**src/rtl/store_byte_merge.sv**
```systemverilog
// Store path for a word-addressed data memory: word stores write directly,
// byte stores read-modify-write the containing word. Holds req_ready low while busy.
module store_byte_merge #(
  parameter int unsigned ADDR_W  = 32,
  parameter int unsigned TIMEOUT = 16
) (
  input  logic              clk,
  input  logic              reset_n,
  input  logic              req_valid,
  output logic              req_ready,
  input  logic [ADDR_W-1:0] req_addr,
  input  logic [31:0]       req_wdata,
  input  logic              req_byte,
  output logic [ADDR_W-3:0] mem_addr,
  output logic              mem_rd_en,
  input  logic [31:0]       mem_rdata,
  input  logic              mem_rdata_valid,
  output logic              mem_wr_en,
  output logic [31:0]       mem_wdata,
  output logic              done,
  output logic              err
);

  localparam int unsigned WA_W  = ADDR_W - 2;
  localparam int unsigned CNT_W = $clog2(TIMEOUT + 1);

  localparam logic [1:0] S_IDLE  = 2'd0;
  localparam logic [1:0] S_READ  = 2'd1;
  localparam logic [1:0] S_WAIT  = 2'd2;
  localparam logic [1:0] S_WRITE = 2'd3;

  logic [1:0]       r_state;
  logic [WA_W-1:0]  r_addr;
  logic [1:0]       r_lane;
  logic [31:0]      r_data;
  logic             r_byte;
  logic [CNT_W-1:0] r_cnt;
  logic             r_ready;
  logic             r_rd_en;
  logic             r_wr_en;
  logic             r_done;
  logic             r_err;

  logic [1:0]       w_state_nxt;
  logic [WA_W-1:0]  w_addr_nxt;
  logic [1:0]       w_lane_nxt;
  logic [31:0]      w_data_nxt;
  logic             w_byte_nxt;
  logic [CNT_W-1:0] w_cnt_nxt;
  logic             w_err_nxt;
  logic [4:0]       w_shift;
  logic [31:0]      w_mask;
  logic [31:0]      w_merged;

  // Insert the latched low byte into the addressed little-endian lane
  always_comb begin
    w_shift  = {r_lane, 3'b000};
    w_mask   = 32'h0000_00FF << w_shift;
    w_merged = (mem_rdata & ~w_mask) | (32'(r_data[7:0]) << w_shift);
  end

  always_comb begin
    w_state_nxt = r_state;
    w_addr_nxt  = r_addr;
    w_lane_nxt  = r_lane;
    w_data_nxt  = r_data;
    w_byte_nxt  = r_byte;
    w_cnt_nxt   = r_cnt;
    w_err_nxt   = 1'b0;
    case (r_state)
      S_IDLE: begin
        if (req_valid) begin
          w_addr_nxt  = req_addr[ADDR_W-1:2];
          w_lane_nxt  = req_addr[1:0];
          w_data_nxt  = req_wdata;
          w_byte_nxt  = req_byte;
          w_cnt_nxt   = '0;
          w_state_nxt = req_byte ? S_READ : S_WRITE;
        end
      end
      S_READ: w_state_nxt = S_WAIT;
      S_WAIT: begin
        // A valid arriving on the last allowed cycle still wins over the timeout
        if (mem_rdata_valid) begin
          w_data_nxt  = w_merged;
          w_state_nxt = S_WRITE;
        end else if (r_cnt == CNT_W'(TIMEOUT - 1)) begin
          w_err_nxt   = 1'b1;
          w_state_nxt = S_IDLE;
        end else begin
          w_cnt_nxt = r_cnt + CNT_W'(1);
        end
      end
      S_WRITE: w_state_nxt = S_IDLE;
      default: w_state_nxt = S_IDLE;
    endcase
  end

  // Control outputs are registered from the next state so they align with it
  always_ff @(posedge clk or negedge reset_n) begin
    if (!reset_n) begin
      r_state <= S_IDLE;
      r_addr  <= '0;
      r_lane  <= '0;
      r_data  <= '0;
      r_byte  <= 1'b0;
      r_cnt   <= '0;
      r_ready <= 1'b1;
      r_rd_en <= 1'b0;
      r_wr_en <= 1'b0;
      r_done  <= 1'b0;
      r_err   <= 1'b0;
    end else begin
      r_state <= w_state_nxt;
      r_addr  <= w_addr_nxt;
      r_lane  <= w_lane_nxt;
      r_data  <= w_data_nxt;
      r_byte  <= w_byte_nxt;
      r_cnt   <= w_cnt_nxt;
      r_ready <= (w_state_nxt == S_IDLE);
      r_rd_en <= (w_state_nxt == S_READ);
      r_wr_en <= (w_state_nxt == S_WRITE);
      r_done  <= (w_state_nxt == S_WRITE);
      r_err   <= w_err_nxt;
    end
  end

  assign req_ready = r_ready;
  assign mem_rd_en = r_rd_en;
  assign mem_wr_en = r_wr_en;
  assign done      = r_done;
  assign err       = r_err;
  assign mem_addr  = r_addr;
  assign mem_wdata = r_data;

endmodule

```
**config.mk**
```make
export PLATFORM = sky130hd
export DESIGN_NAME = store_byte_merge
export DESIGN_NICKNAME = d
export VERILOG_FILES = /design/src/rtl/store_byte_merge.sv
export SDC_FILE = /design/constraint.sdc
export NUM_CORES = 1
export LEC_CHECK = 0
export BUFFER_PORTS_ARGS = -buffer_cell sky130_fd_sc_hd__buf_2
export CORE_ASPECT_RATIO = 0.7
export CORE_MARGIN = 5
export CORE_UTILIZATION = 43
export CTS_CLUSTER_DIAMETER = 60
export CTS_CLUSTER_SIZE = 16
export DETAILED_ROUTE_END_ITERATION = 6
export PLACE_DENSITY = 0.82
export SYNTH_ARGS = -nofsm -noshare
export SYNTH_HDL_FRONTEND = slang
export SYNTH_SLANG_ARGS = --single-unit
```
**constraint.sdc**
```tcl
create_clock -name clk -period 1.8 [get_ports clk]
set_input_delay 0.09 -clock clk [delete_from_list [all_inputs] [get_ports clk]]
set_output_delay 0.09 -clock clk [all_outputs]
set_load 0.05 [all_outputs]
```
==> results of run 1 <==
## final cells by class
cell class                      count  area, um2
Multi-Input combinational cell    215       1630
Sequential cell                    75       1880
Clock buffer                       10        239
Timing Repair Buffer              220       1380
Inverter                            8       30.0
Fill cell                         674       3080
Clock inverter                      6       41.3
Tap cell                          105        131
## power breakdown
group / internal (mW) / total (mW) / switching, mW
Clock: 0.966 / 1.65 / 0.687
Sequential: 2.52 / 3.18 / 0.660
Combinational: 2.08 / 6.69 / 4.60
## synth_stat cells, drive strengths merged (3+ instances only)
| cell | number | area, um2 |
|---|---|---|
| o31ai | 24 | 180 |
| inv | 8 | 30.0 |
| nor2 | 28 | 108 |
| mux2 | 33 | 372 |
| nand2b | 5 | 31.3 |
| and3b | 16 | 140 |
| o21a | 7 | 52.6 |
| nand2 | 5 | 18.8 |
| mux2i | 11 | 114 |
| dfrtp | 74 | 1850 |
| o2bb2ai | 6 | 52.6 |
| o21ai | 24 | 120 |
| and3 | 9 | 56.3 |
| clkbuf | 12 | 45.0 |
| a211oi | 24 | 180 |
| buf | 19 | 134 |
| o21bai | 3 | 22.5 |
## final timing paths
check	end	slack, ns
setup / recovery	r_cnt[4]$_DFFE_PN0P_	-0.07
max in group asynchronous	mem_wdata[6]$_DFFE_PN0P_	0.99
setup reg to reg	r_cnt[4]$_DFFE_PN0P_	-0.07
min in group asynchronous	r_cnt[3]$_DFFE_PN0P_	0.23
hold reg to reg	mem_addr[27]$_DFFE_PN0P_	0.48
hold / removal	mem_addr[3]$_DFFE_PN0P_	0.02
## layer usage
layer  wire length, um  part of all wire [%]  vias to the layer above
li1                  -                     -                     1605
met1              4630                    39                     1655
met2              5820                    49                      188
met3              1160                   9.8                       19
met4               170                   1.4                        0
met5                 0                     0                        -
## state kept, by name (all words and copies together), names as in the netlist
| signal | flops |
|---|---|
| mem_rd_en | 1 |
| mem_wdata | 32 |
| r_cnt | 5 |
| err | 1 |
| r_lane | 2 |
| req_ready | 1 |
| mem_addr | 30 |
| r_state | 2 |
| done | 1 |
## worst max-delay path, delay by kind of cell (launching register included)
kind,cells,cell delay (ns)
flops,1,0.39
simple gates,2,0.44
fa+ha+maj,2,0.39
buf+inv,1,0.06
compound gates,1,0.16
mux,1,0.31
## through the flow
step | hold WS (ns) | instance area, um2 | util (%)
final | 0.0192 | 5320 | 63.3
after global placement | 0.0337 | 4680 | 55.7
after detailed placement | 0.0370 | 4680 | 55.7
after global routing | 0.0136 | 5320 | 63.3
after CTS | 0.00289 | 5300 | 63.0
after floorplan | -0.206 | 3690 | -
## repair_timing
action,4_1_cts,5_1_grt
hold buffers,31,0
pin swaps,2,1
gates resized for setup,2,2
buffers inserted,2,2
hold endpoints to repair,56,0
endpoints found under the setup margin,5,5
## kinds of logic after synthesis
logic type | synth area share (%)
AOI/OAI and AO/OA | 18.3
adders and majority gates | 0.679
buffers and inverters | 5.67
DFF | 51.0
muxes | 13.2
and+or+nand+nor | 11.2
==> results.rst, run 1 <==
.. list-table::
   :header-rows: 1

   * - Metric
     - Value
   * - Post-route non-filler standard cell count
     - 639
   * - Synthesized Nets
     - 432
   * - Arrival time worst endpoint
     - 2.08 ns
   * - Buffer type at the clock tree root
     - clkbuf_16
   * - Met1 track utilization from global routing
     - 27.1%
   * - CORE AREA
     - 0.00841 mm2
   * - Total routing usage reported by global routing
     - 22.6%
   * - Number of unique standard cell types used by synthesis
     - 39
   * - Hold WC Path Type
     - in2reg
   * - Timing startpoint of the critical path
     - r_cnt[1]$_DFFE_PN0P_
   * - Pwr per Cell Area
     - 2160 mW/mm2
   * - Final Skew
     - 0.00627 ns
   * - Initial Utilization
     - 43.8%
   * - Routability cong.
     - 0.800
   * - Final-layout setup total negative slack
     - -0.162 ns
   * - Antenna viol nets, final
     - 0
   * - Bufs on Longest Clock Path
     - 2
   * - Post-Syn Area per Cell
     - 11.2 um2
   * - Period minus WS final
     - 1.87 ns
   * - Type of the worst setup path
     - reg2reg
   * - Clock Latency Late Sink
     - 0.33 ns
   * - Average vias per placed instance
     - 5.43
   * - Number of antenna violations at the first check in global routing
     - 0
   * - TritonCTS clock tree
     - yes
   * - Vias
     - 3467
   * - Worst r2r src
     - r_cnt[1]$_DFFE_PN0P_
   * - Highest fanout seen on the critical path
     - 3
   * - Pleak
     - 2.60 nW
   * - Placement Rows
     - 28
   * - Synthesis-to-finish area growth
     - 44.5%
   * - Count of final setup violators
     - 4
   * - Top FF cell, synth
     - dfrtp_1
   * - Cell area after synthesis
     - 0.00368 mm2
   * - Total power of the final layout
     - 11.5 mW
   * - Drt initial violations
     - 164
   * - Total Nets Final
     - 632
   * - Sort of element at the start of the critical path
     - flip-flop
   * - Largest net degree at the start of global routing
     - 34
   * - TritonCTS sink count
     - 75
   * - Worst path most repeated cell
     - ha_2
   * - Drt total wl
     - 11800 um
   * - Violations in the final reports
     - negative setup slack
   * - Most used cells in the layout excluding fill and tap cells
     - buf_2 (166), dfrtp_1 (74), mux2_2 (31), dlygate4sd3_1 (31), nor2_1 (27)
   * - Routed wirelength normalized by instance count
     - 18.4 um
   * - GR Util met3
     - 8.18%
   * - Top-level port count
     - 168
   * - Horizontal extent of the die
     - 121 um
   * - Max Transition Viols Final
     - 0
   * - Share of layout cells above drive strength 1
     - 46.4%
   * - Number of diodes added for antenna fixing
     - 0
   * - Gr busiest metal
     - met2
   * - Seq/Total Area, Yosys
     - 51.0%
   * - GR Layer Usage met2
     - 38.9%
   * - Most common library cell in the layout ignoring fill and taps
     - buf_2
   * - Post-route DRC
     - 0
   * - Fin. Hold Viols
     - 0
   * - Max-slew headroom at the worst pin
     - 67.9%
   * - Max Cap Violations
     - 0
   * - Crit path capture type
     - flip-flop
   * - Critical path required time
     - 2.01 ns
   * - Post-detail-place hpwl
     - 8240 um
   * - Worst setup slack after placement
     - -0.122 ns
   * - Worst-path cell with the longest stage delay
     - or3b_4
   * - Post-synthesis register bit count
     - 75
   * - Reg2reg path depth
     - 7
   * - Post-route fraction of the period consumed by the critical path
     - 104%
   * - Worst hold stages
     - 2
   * - Worst Max-Slew Pin Slew
     - 0.481 ns
   * - Critical Path, Cell by Cell
     - ha_2 -> inv_2 -> nor3_2 -> ha_2 -> or3b_4 -> a21oi_4 -> mux2_4
   * - Clock edge transition at the registers on the reported setup and hold paths
     - 0.06 ns
   * - Number of buffers added by the clock tree synthesis step
     - 9
   * - Wire length of the first global-routing pass
     - 18500 um
   * - Startpoint of the tightest hold check path
     - req_addr[5]
   * - First-pass DRT Iterations
     - 4
   * - Worst vdd rail ir drop
     - 0.00151 V
   * - Die span in y
     - 87.5 um
   * - Async set-reset flop share out of synthesis
     - 100%
   * - Quantity of I/O buffers inserted on ports
     - 167
   * - Fin worst setup slack
     - -0.0692 ns
   * - Area of the die
     - 0.0106 mm2
   * - Instance count after placement with tap cells included
     - 588
   * - Global route total overflow
     - 0
   * - Yosys synthesis warning count
     - 0
   * - Vias in the first global route
     - 3630
   * - Number of enable-type register cells in the synthesized netlist
     - 0
   * - RSZ-0062 raised after global routing
     - true
   * - H-tree depth reported by CTS
     - 3
   * - Status
     - complete, but fails checks
   * - Max Fclk
     - 535 MHz
   * - Stage delay of the slowest cell on the critical path
     - 0.40 ns
   * - Gate count after technology mapping
     - 329
(Power assumes the default switching activity.)
==> inputs of run 2 (changes only) <==
==> config.mk (replaced) <==
export PLATFORM = sky130hd
export DESIGN_NAME = store_byte_merge
export DESIGN_NICKNAME = d
export VERILOG_FILES = /design/src/rtl/store_byte_merge.sv
export SDC_FILE = /design/constraint.sdc
export NUM_CORES = 1
export LEC_CHECK = 0
export CORE_ASPECT_RATIO = 0.7
export CORE_MARGIN = 5
export CORE_UTILIZATION = 60
export CTS_CLUSTER_DIAMETER = 60
export CTS_CLUSTER_SIZE = 16
export DETAILED_ROUTE_END_ITERATION = 6
export DONT_BUFFER_PORTS = 1
export PLACE_DENSITY = 0.81
export SYNTH_ARGS = -nofsm -noshare
export SYNTH_HDL_FRONTEND = slang
export SYNTH_SLANG_ARGS = --single-unit
==> constraint.sdc (replaced) <==
create_clock -name clk -period 2.2 [get_ports clk]
set_input_delay 0.11 -clock clk [delete_from_list [all_inputs] [get_ports clk]]
set_output_delay 0.11 -clock clk [all_outputs]
set_load 0.05 [all_outputs]
==> run 2 against run 1 <==
The run now ends clean. Hold slack gained 0.00095 ns. First-iteration DRC count increased by 6.7%. Final area decreased by 14%. Critical path depth unchanged. Worst setup slack improved by 0.19 ns. Utilization up 15 points. Count of clock-buffer cells in the layout decreased by 1. Die area decreased by 26%. Non-clock buffer count shrank 143. Clock power down 31%. Register-to-register slack improved by 0.19 ns. Maximum frequency shrank 9.9%. Critical path type unchanged. Largest cell class unchanged. Largest power group is now registers.
==> results.rst, run 2 (synthesized netlist as in run 1, its figures left out) <==
.. list-table::
   :header-rows: 1

   * - Metric
     - Value
   * - Status
     - finished clean (was complete, but fails checks)
   * - Hold EP
     - mem_wdata[0]$_DFFE_PN0P_ (was mem_addr[3]$_DFFE_PN0P_)
   * - Worst hold stages
     - 2 (unchanged)
   * - Worst r2r src
     - r_cnt[0]$_DFFE_PN0P_ (was r_cnt[1]$_DFFE_PN0P_)
   * - Global route total overflow
     - 0 (unchanged)
   * - Highest fanout seen on the critical path
     - 4 (was 3)
   * - Max FFs per register
     - 32 (unchanged)
   * - Die span in y
     - 75.6 um (was 87.5 um)
   * - Post-route DRC
     - 0 (unchanged)
   * - Pleak
     - 1.99 nW (was 2.60 nW)
   * - Worst vdd rail ir drop
     - 0.000923 V (was 0.00151 V)
   * - Type of the worst setup path
     - reg2reg (unchanged)
   * - Max Transition Viols Final
     - 0 (unchanged)
   * - Max-slew headroom at the worst pin
     - 39.9% (was 67.9%)
   * - Pwr per Cell Area
     - 1820 mW/mm2 (was 2160 mW/mm2)
   * - Timing startpoint of the critical path
     - r_cnt[0]$_DFFE_PN0P_ (was r_cnt[1]$_DFFE_PN0P_)
   * - Average vias per placed instance
     - 6.20 (was 5.43)
   * - Fin worst setup slack
     - 0.125 ns (was -0.0692 ns)
   * - Critical path required time
     - 2.44 ns (was 2.01 ns)
   * - RSZ-0062 raised after global routing
     - false (was true)
   * - Drt initial violations
     - 175 (was 164)
   * - Antenna viol nets, final
     - 0 (unchanged)
   * - Total Nets Final
     - 489 (was 632)
   * - Area of the die
     - 0.00783 mm2 (was 0.0106 mm2)
   * - Share of layout cells above drive strength 1
     - 16.6% (was 46.4%)
   * - Bufs on Longest Clock Path
     - 2 (unchanged)
   * - Sort of element at the start of the critical path
     - flip-flop (unchanged)
   * - Post-route fraction of the period consumed by the critical path
     - 94.3% (was 104%)
   * - Largest net degree at the start of global routing
     - 76 (was 34)
   * - Period minus WS final
     - 2.08 ns (was 1.87 ns)
   * - Vias
     - 2887 (was 3467)
   * - Initial Utilization
     - 63.1% (was 43.8%)
   * - H-tree depth reported by CTS
     - 3 (unchanged)
   * - TritonCTS clock tree
     - yes (unchanged)
   * - Max Fclk
     - 482 MHz (was 535 MHz)
   * - Total routing usage reported by global routing
     - 26.2% (was 22.6%)
   * - Capturing point of the worst reg2reg path
     - r_cnt[4]$_DFFE_PN0P_ (unchanged)
   * - Fin. Hold Viols
     - 0 (unchanged)
   * - Dominant delay contributor by cell family on the critical path
     - simple AND/OR/NAND/NOR gates (unchanged)
   * - Worst-path cell with the longest stage delay
     - or3b_1 (was or3b_4)
   * - Clock Latency Late Sink
     - 0.35 ns (was 0.33 ns)
   * - Crit path capture type
     - flip-flop (unchanged)
   * - Arrival time worst endpoint
     - 2.31 ns (was 2.08 ns)
   * - Placement Rows
     - 23 (was 28)
   * - Register-to-Register Setup Slack
     - 0.12 ns (was -0.07 ns)
   * - Vias in the first global route
     - 3003 (was 3630)
   * - First-pass DRT Iterations
     - 4 (unchanged)
   * - Quantity of I/O buffers inserted on ports
     - 0 (was 167)
   * - Post-detail-place hpwl
     - 6800 um (was 8240 um)
   * - Max Cap Violations
     - 0 (unchanged)
   * - Final-layout fill cell count
     - 369 (was 674)
   * - Number of buffers added by the clock tree synthesis step
     - 9 (unchanged)
   * - Worst setup slack after placement
     - 0.101 ns (was -0.122 ns)
   * - Synthesis-to-finish area growth
     - 24.4% (was 44.5%)
   * - Final Skew
     - 0.00646 ns (was 0.00627 ns)
   * - Number of diodes added for antenna fixing
     - 0 (unchanged)
   * - CORE AREA
     - 0.00584 mm2 (was 0.00841 mm2)
   * - TritonCTS sink count
     - 75 (unchanged)
   * - Worst Max-Slew Pin Slew
     - 0.903 ns (was 0.481 ns)
   * - Layout Utilization
     - 78.5% (was 63.3%)
   * - Critical Path, Cell by Cell
     - ha_1 -> inv_1 -> nor3_1 -> ha_1 -> or3b_1 -> a21oi_4 -> mux2_2 (was ha_2 -> inv_2 -> nor3_2 -> ha_2 -> or3b_4 -> a21oi_4 -> mux2_4)
   * - Stage delay of the slowest cell on the critical path
     - 0.43 ns (was 0.40 ns)
   * - Final-layout setup total negative slack
     - 0 ns (was -0.162 ns)
   * - Number of antenna violations at the first check in global routing
     - 0 (unchanged)
   * - Wire length of the first global-routing pass
     - 16000 um (was 18500 um)
   * - Routed wirelength normalized by instance count
     - 21.8 um (was 18.4 um)
   * - Startpoint of the tightest hold check path
     - req_wdata[0] (was req_addr[5])
   * - Drt total wl
     - 10200 um (was 11800 um)
   * - Clock edge transition at the registers on the reported setup and hold paths
     - 0.08 ns (was 0.06 ns)
   * - Top-level port count
     - 168 (unchanged)
   * - Most common library cell in the layout ignoring fill and taps
     - dfrtp_1 (was buf_2)
   * - Count of final setup violators
     - 0 (was 4)
   * - Count of buffer and inverter cells on the critical path
     - 1 (unchanged)
   * - Most used cells in the layout excluding fill and tap cells
     - dfrtp_1 (74), dlygate4sd3_1 (65), mux2_2 (32) (was buf_2 (166), dfrtp_1 (74), mux2_2 (31), dlygate4sd3_1 (31), nor2_1 (27))
   * - Buffer type at the clock tree root
     - clkbuf_8 (was clkbuf_16)
   * - Routability cong.
     - 0.815 (was 0.800)
   * - Horizontal extent of the die
     - 104 um (was 121 um)
   * - Hold WC Path Type
     - in2reg (unchanged)
   * - Worst path most repeated cell
     - ha_1 (was ha_2)
   * - Reg2reg path depth
     - 7 (unchanged)
## run 2: layout make-up
cell class / instances / area, um2 / share of cell area [%]
timing repair buffer: 77 / 761 / 16.6
sequential: 75 / 1880 / 41.0
clock buffer: 9 / 124 / 2.70
clock inverter: 7 / 91.3 / 1.99
inverter: 8 / 30.0 / 0.655
tap: 75 / 93.8 / 2.05
multi-input combinational: 215 / 1610 / 35.1
## run 2: worst max path at each step
stage,depth (start not counted),slack (ns),end
floorplan,7,0.26,r_cnt[4]$_DFFE_PN0P_
global placement,7,0.19,r_cnt[4]$_DFFE_PN0P_
detailed placement,7,0.10,r_cnt[4]$_DFFE_PN0P_
CTS,7,0.09,r_cnt[4]$_DFFE_PN0P_
global route,7,0.03,r_cnt[4]$_DFFE_PN0P_
finish,7,0.12,r_cnt[4]$_DFFE_PN0P_
## run 2: worst register-to-register path: stages (launching register included)
cell,delay [ns]
dfrtp_1,0.41
ha_1,0.22
inv_1,0.08
nor3_1,0.05
ha_1,0.19
or3b_1,0.43
a21oi_4,0.23
mux2_2,0.35
## run 2: layer usage
layer  share of wire (%)  wire, um  vias to the layer above  GRT usage (%)
li1                    -         -                     1313              -
met3                  11      1090                       23           9.74
met2                  48      4860                      178           41.2
met5                   0         0                        -              0
met4                 2.2       225                        0           10.8
met1                  39      4010                     1373           33.5
## run 2: power by group
group	internal [mW]	leakage, nW	total [mW]	switching (mW)
sequential	2.02	0.907	4.92	2.90
clock	0.636	0.109	1.14	0.507
combinational	1.10	0.969	2.28	1.18
total	3.76	1.99	8.34	4.58
## run 2: stage by stage
step	instance area [um2]	hold slack [ns]	total power, mW	instances
after floorplan	3680	-0.186	6.50	329
after global placement	3680	-0.184	6.95	384
after detailed placement	3680	-0.184	7.06	384
after CTS	4580	0.000850	8.33	466
after global routing	4590	0.0169	8.75	466
final	4590	0.0201	8.34	466
## run 2: timing repair
item,in CTS,in global routing
buffers inserted,0,0
hold endpoints to repair,140,0
resized for setup,0,1
setup endpoints to repair,0,1
hold buffers,66,0
==> inputs of run 3 (changes only) <==
--- a/config.mk
+++ b/config.mk
@@ -7,12 +7,13 @@
 export LEC_CHECK = 0
 export CORE_ASPECT_RATIO = 0.7
 export CORE_MARGIN = 5
-export CORE_UTILIZATION = 60
+export CORE_UTILIZATION = 57
 export CTS_CLUSTER_DIAMETER = 60
 export CTS_CLUSTER_SIZE = 16
 export DETAILED_ROUTE_END_ITERATION = 6
 export DONT_BUFFER_PORTS = 1
-export PLACE_DENSITY = 0.81
+export PLACE_DENSITY = 0.8
 export SYNTH_ARGS = -nofsm -noshare
 export SYNTH_HDL_FRONTEND = slang
 export SYNTH_SLANG_ARGS = --single-unit
+export TNS_END_PERCENT = 5
==> constraint.sdc (replaced) <==
create_clock -name clk -period 1.85 [get_ports clk]
set_input_delay 0.0925 -clock clk [delete_from_list [all_inputs] [get_ports clk]]
set_output_delay 0.0925 -clock clk [all_outputs]
set_load 0.05 [all_outputs]
==> run 3 against run 2 <==
The flow now finishes with violations (negative setup slack). Routed wire length increased by 6.9%. Final cell count grew 6.0%. Highest routed layer unchanged. Hold slack barely moved. Non-clock buffer count up 25. Power rose by 22%. Via count up 4.9%. Utilization down 1.5 points. Die area up 4.7%. Sequential cell count did not move. Worst setup slack got worse by 0.14 ns. Register-to-register slack got worse by 0.14 ns.
==> results.rst, run 3 (synthesized netlist as in run 1, its figures left out) <==
.. list-table::
   :header-rows: 1

   * - Metric
     - Value
   * - Status
     - complete, but fails checks (was finished clean)
   * - Violations in the final reports
     - negative setup slack
   * - Worst-path cell with the longest stage delay
     - or4b_1 (was or3b_1)
   * - TritonCTS sink count
     - 75 (unchanged)
   * - Number of antenna violations at the first check in global routing
     - 0 (unchanged)
   * - Global route total overflow
     - 0 (unchanged)
   * - Pleak
     - 2.09 nW (was 1.99 nW)
   * - Final-layout setup total negative slack
     - -0.0269 ns (was 0 ns)
   * - Die span in y
     - 77.3 um (was 75.6 um)
   * - H-tree depth reported by CTS
     - 3 (unchanged)
   * - Hold WC Path Type
     - in2reg (unchanged)
   * - Bufs on Longest Clock Path
     - 2 (unchanged)
   * - Most used cells in the layout excluding fill and tap cells
     - dfrtp_1 (74), dlygate4sd3_1 (67), buf_4 (32) (was dfrtp_1 (74), dlygate4sd3_1 (65), mux2_2 (32))
   * - Fin worst setup slack
     - -0.0180 ns (was 0.125 ns)
   * - Wire length of the first global-routing pass
     - 16800 um (was 16000 um)
   * - First-pass DRT Iterations
     - 4 (unchanged)
   * - Arrival time worst endpoint
     - 2.14 ns (was 2.31 ns)
   * - Vias
     - 3028 (was 2887)
   * - Total non-filler cell area in the finished layout
     - 0.00481 mm2 (was 0.00459 mm2)
   * - Most common library cell in the layout ignoring fill and taps
     - dfrtp_1 (unchanged)
   * - Total routing usage reported by global routing
     - 26.3% (was 26.2%)
   * - Initial Utilization
     - 59.0% (was 63.1%)
   * - Max Transition Viols Final
     - 0 (unchanged)
   * - Max-slew headroom at the worst pin
     - 66.3% (was 39.9%)
   * - CORE AREA
     - 0.00625 mm2 (was 0.00584 mm2)
   * - Clock Latency Late Sink
     - 0.35 ns (about the same)
   * - RSZ-0062 raised after global routing
     - true (was false)
   * - Critical Path, Cell by Cell
     - ha_4 -> inv_2 -> nor3_2 -> ha_2 -> or4b_1 -> or3_1 -> o211ai_1 (was ha_1 -> inv_1 -> nor3_1 -> ha_1 -> or3b_1 -> a21oi_4 -> mux2_2)
   * - Layout Utilization
     - 77.0% (was 78.5%)
   * - Sort of element at the start of the critical path
     - flip-flop (unchanged)
   * - Buffer type at the clock tree root
     - clkbuf_8 (unchanged)
   * - Share of layout cells above drive strength 1
     - 22.4% (was 16.6%)
   * - Placement-stage cell area
     - 0.00388 mm2 (was 0.00368 mm2)
   * - Antenna viol nets, final
     - 0 (unchanged)
   * - Max FFs per register
     - 32 (unchanged)
   * - Critical path required time
     - 2.12 ns (was 2.44 ns)
   * - Max Cap Violations
     - 0 (unchanged)
   * - Synthesis-to-finish area growth
     - 30.5% (was 24.4%)
   * - Drt initial violations
     - 240 (was 175)
   * - Average vias per placed instance
     - 6.13 (was 6.20)
   * - Period minus WS final
     - 1.87 ns (was 2.08 ns)
   * - Placement Rows
     - 24 (was 23)
   * - Pwr per Cell Area
     - 2120 mW/mm2 (was 1820 mW/mm2)
   * - Total Nets Final
     - 514 (was 489)
   * - TritonCTS clock tree
     - yes (unchanged)
   * - Worst Max-Slew Pin Slew
     - 0.506 ns (was 0.903 ns)
   * - Quantity of I/O buffers inserted on ports
     - 0 (unchanged)
   * - Final Skew
     - 0.00903 ns (was 0.00646 ns)
   * - Total power of the final layout
     - 10.2 mW (was 8.34 mW)
   * - Number of diodes added for antenna fixing
     - 0 (unchanged)
   * - Highest fanout seen on the critical path
     - 3 (was 4)
   * - Post-route DRC
     - 0 (unchanged)
   * - Post-route fraction of the period consumed by the critical path
     - 101% (was 94.3%)
   * - Post-detail-place hpwl
     - 7120 um (was 6800 um)
   * - Final-layout fill cell count
     - 410 (was 369)
   * - Type of the worst setup path
     - reg2reg (unchanged)
   * - Count of final setup violators
     - 2 (was 0)
   * - Worst vdd rail ir drop
     - 0.00130 V (was 0.000923 V)
   * - Routed wirelength normalized by instance count
     - 22.0 um (was 21.8 um)
   * - Area of the die
     - 0.00820 mm2 (was 0.00783 mm2)
   * - Horizontal extent of the die
     - 106 um (was 104 um)
   * - Smallest hold slack
     - 0.0198 ns (was 0.0201 ns)
   * - Clock edge transition at the registers on the reported setup and hold paths
     - 0.09 ns (was 0.08 ns)
   * - Routability cong.
     - 0.871 (was 0.815)
   * - Drt total wl
     - 10900 um (was 10200 um)
   * - Max Fclk
     - 535 MHz (was 482 MHz)
   * - Crit path capture type
     - flip-flop (unchanged)
   * - Top-level port count
     - 168 (unchanged)
   * - Number of buffers added by the clock tree synthesis step
     - 9 (unchanged)
   * - Vias in the first global route
     - 3128 (was 3003)
   * - Largest net degree at the start of global routing
     - 76 (unchanged)
   * - Stage delay of the slowest cell on the critical path
     - 0.49 ns (was 0.43 ns)
   * - Fin. Hold Viols
     - 0 (unchanged)
==> run 3: cell types whose count changed in the layout (fill, tap and decap cells not counted), sizes merged <==
| cell | previous run | this run |
|---|---|---|
| buf | 12 | 35 |
| bufinv | 2 | 0 |
| clkbuf | 9 | 10 |
| clkinv | 3 | 0 |
| clkinvlp | 1 | 4 |
| dlygate4sd3 | 65 | 67 |
| inv | 9 | 10 |
==> run 3: layout make-up <==
| type | instances | area, um2 | area share (%) |
|---|---|---|---|
| Tap cell | 78 | 97.6 | 2.03 |
| Sequential cell | 75 | 1880 | 39.1 |
| Inverter | 8 | 30.0 | 0.625 |
| Clock inverter | 6 | 47.5 | 0.989 |
| Multi-Input combinational cell | 215 | 1640 | 34.1 |
| Clock buffer | 10 | 138 | 2.86 |
| Timing Repair Buffer | 102 | 978 | 20.3 |
==> run 3: critical path: cells and delay by family (launching register included) <==
kind | cells | cell delay [ns]
flip-flops | 1 | 0.42
AO/OA/AOI/OAI | 1 | 0.10
AND/OR/NAND/NOR | 3 | 0.85
buffers and inverters | 1 | 0.06
adder cells (fa/ha/maj) | 2 | 0.36
==> run 3: power by group <==
| group | internal, mW | switching (mW) | leakage, nW |
|---|---|---|---|
| sequential | 2.41 | 2.79 | 0.907 |
| combinational | 1.65 | 2.18 | 1.10 |
| clock | 0.532 | 0.647 | 0.0815 |
==> run 3: path summary, 6_finish.rpt <==
path | endpoint | cells after the start | slack [ns] | from
min | mem_wdata[20]$_DFFE_PN0P_ | 2 | 0.02 | mem_rdata[20]
min reg2reg | mem_wdata[20]$_DFFE_PN0P_ | 2 | 0.52 | mem_wdata[20]$_DFFE_PN0P_
min in group asynchronous | mem_rd_en$_DFF_PN0_ | 2 | 0.29 | reset_n
max | r_cnt[3]$_DFFE_PN0P_ | 7 | -0.02 | r_cnt[0]$_DFFE_PN0P_
max reg2reg | r_cnt[3]$_DFFE_PN0P_ | 7 | -0.02 | r_cnt[0]$_DFFE_PN0P_
max in group asynchronous | req_ready$_DFF_PN1_ | 2 | 1.25 | reset_n
==> run 3: through the flow <==
step | setup slack, ns | instances
6_report | -0.0180 | 494
5_1_grt | -0.0807 | 494
4_1_cts | -0.0128 | 492
3_5_place_dp | -0.0427 | 407
3_3_place_gp | 0.0456 | 407
2_1_floorplan | -0.0172 | 329
==> run 3: layer usage <==
layer	global-route usage, %	share of wire [%]
met3	8.56	10
met4	8.67	2.0
met2	43.6	50
met1	32.7	38
met5	0	0
==> run 3: timing repair <==
| action | in CTS | in global routing |
|---|---|---|
| pin swaps | 2 | 2 |
| endpoints found under the hold margin | 141 | 0 |
| gates resized for setup | 3 | 1 |
| setup buffers | 1 | 2 |
| hold buffers | 68 | 0 |
| setup endpoints to repair | 3 | 5 |
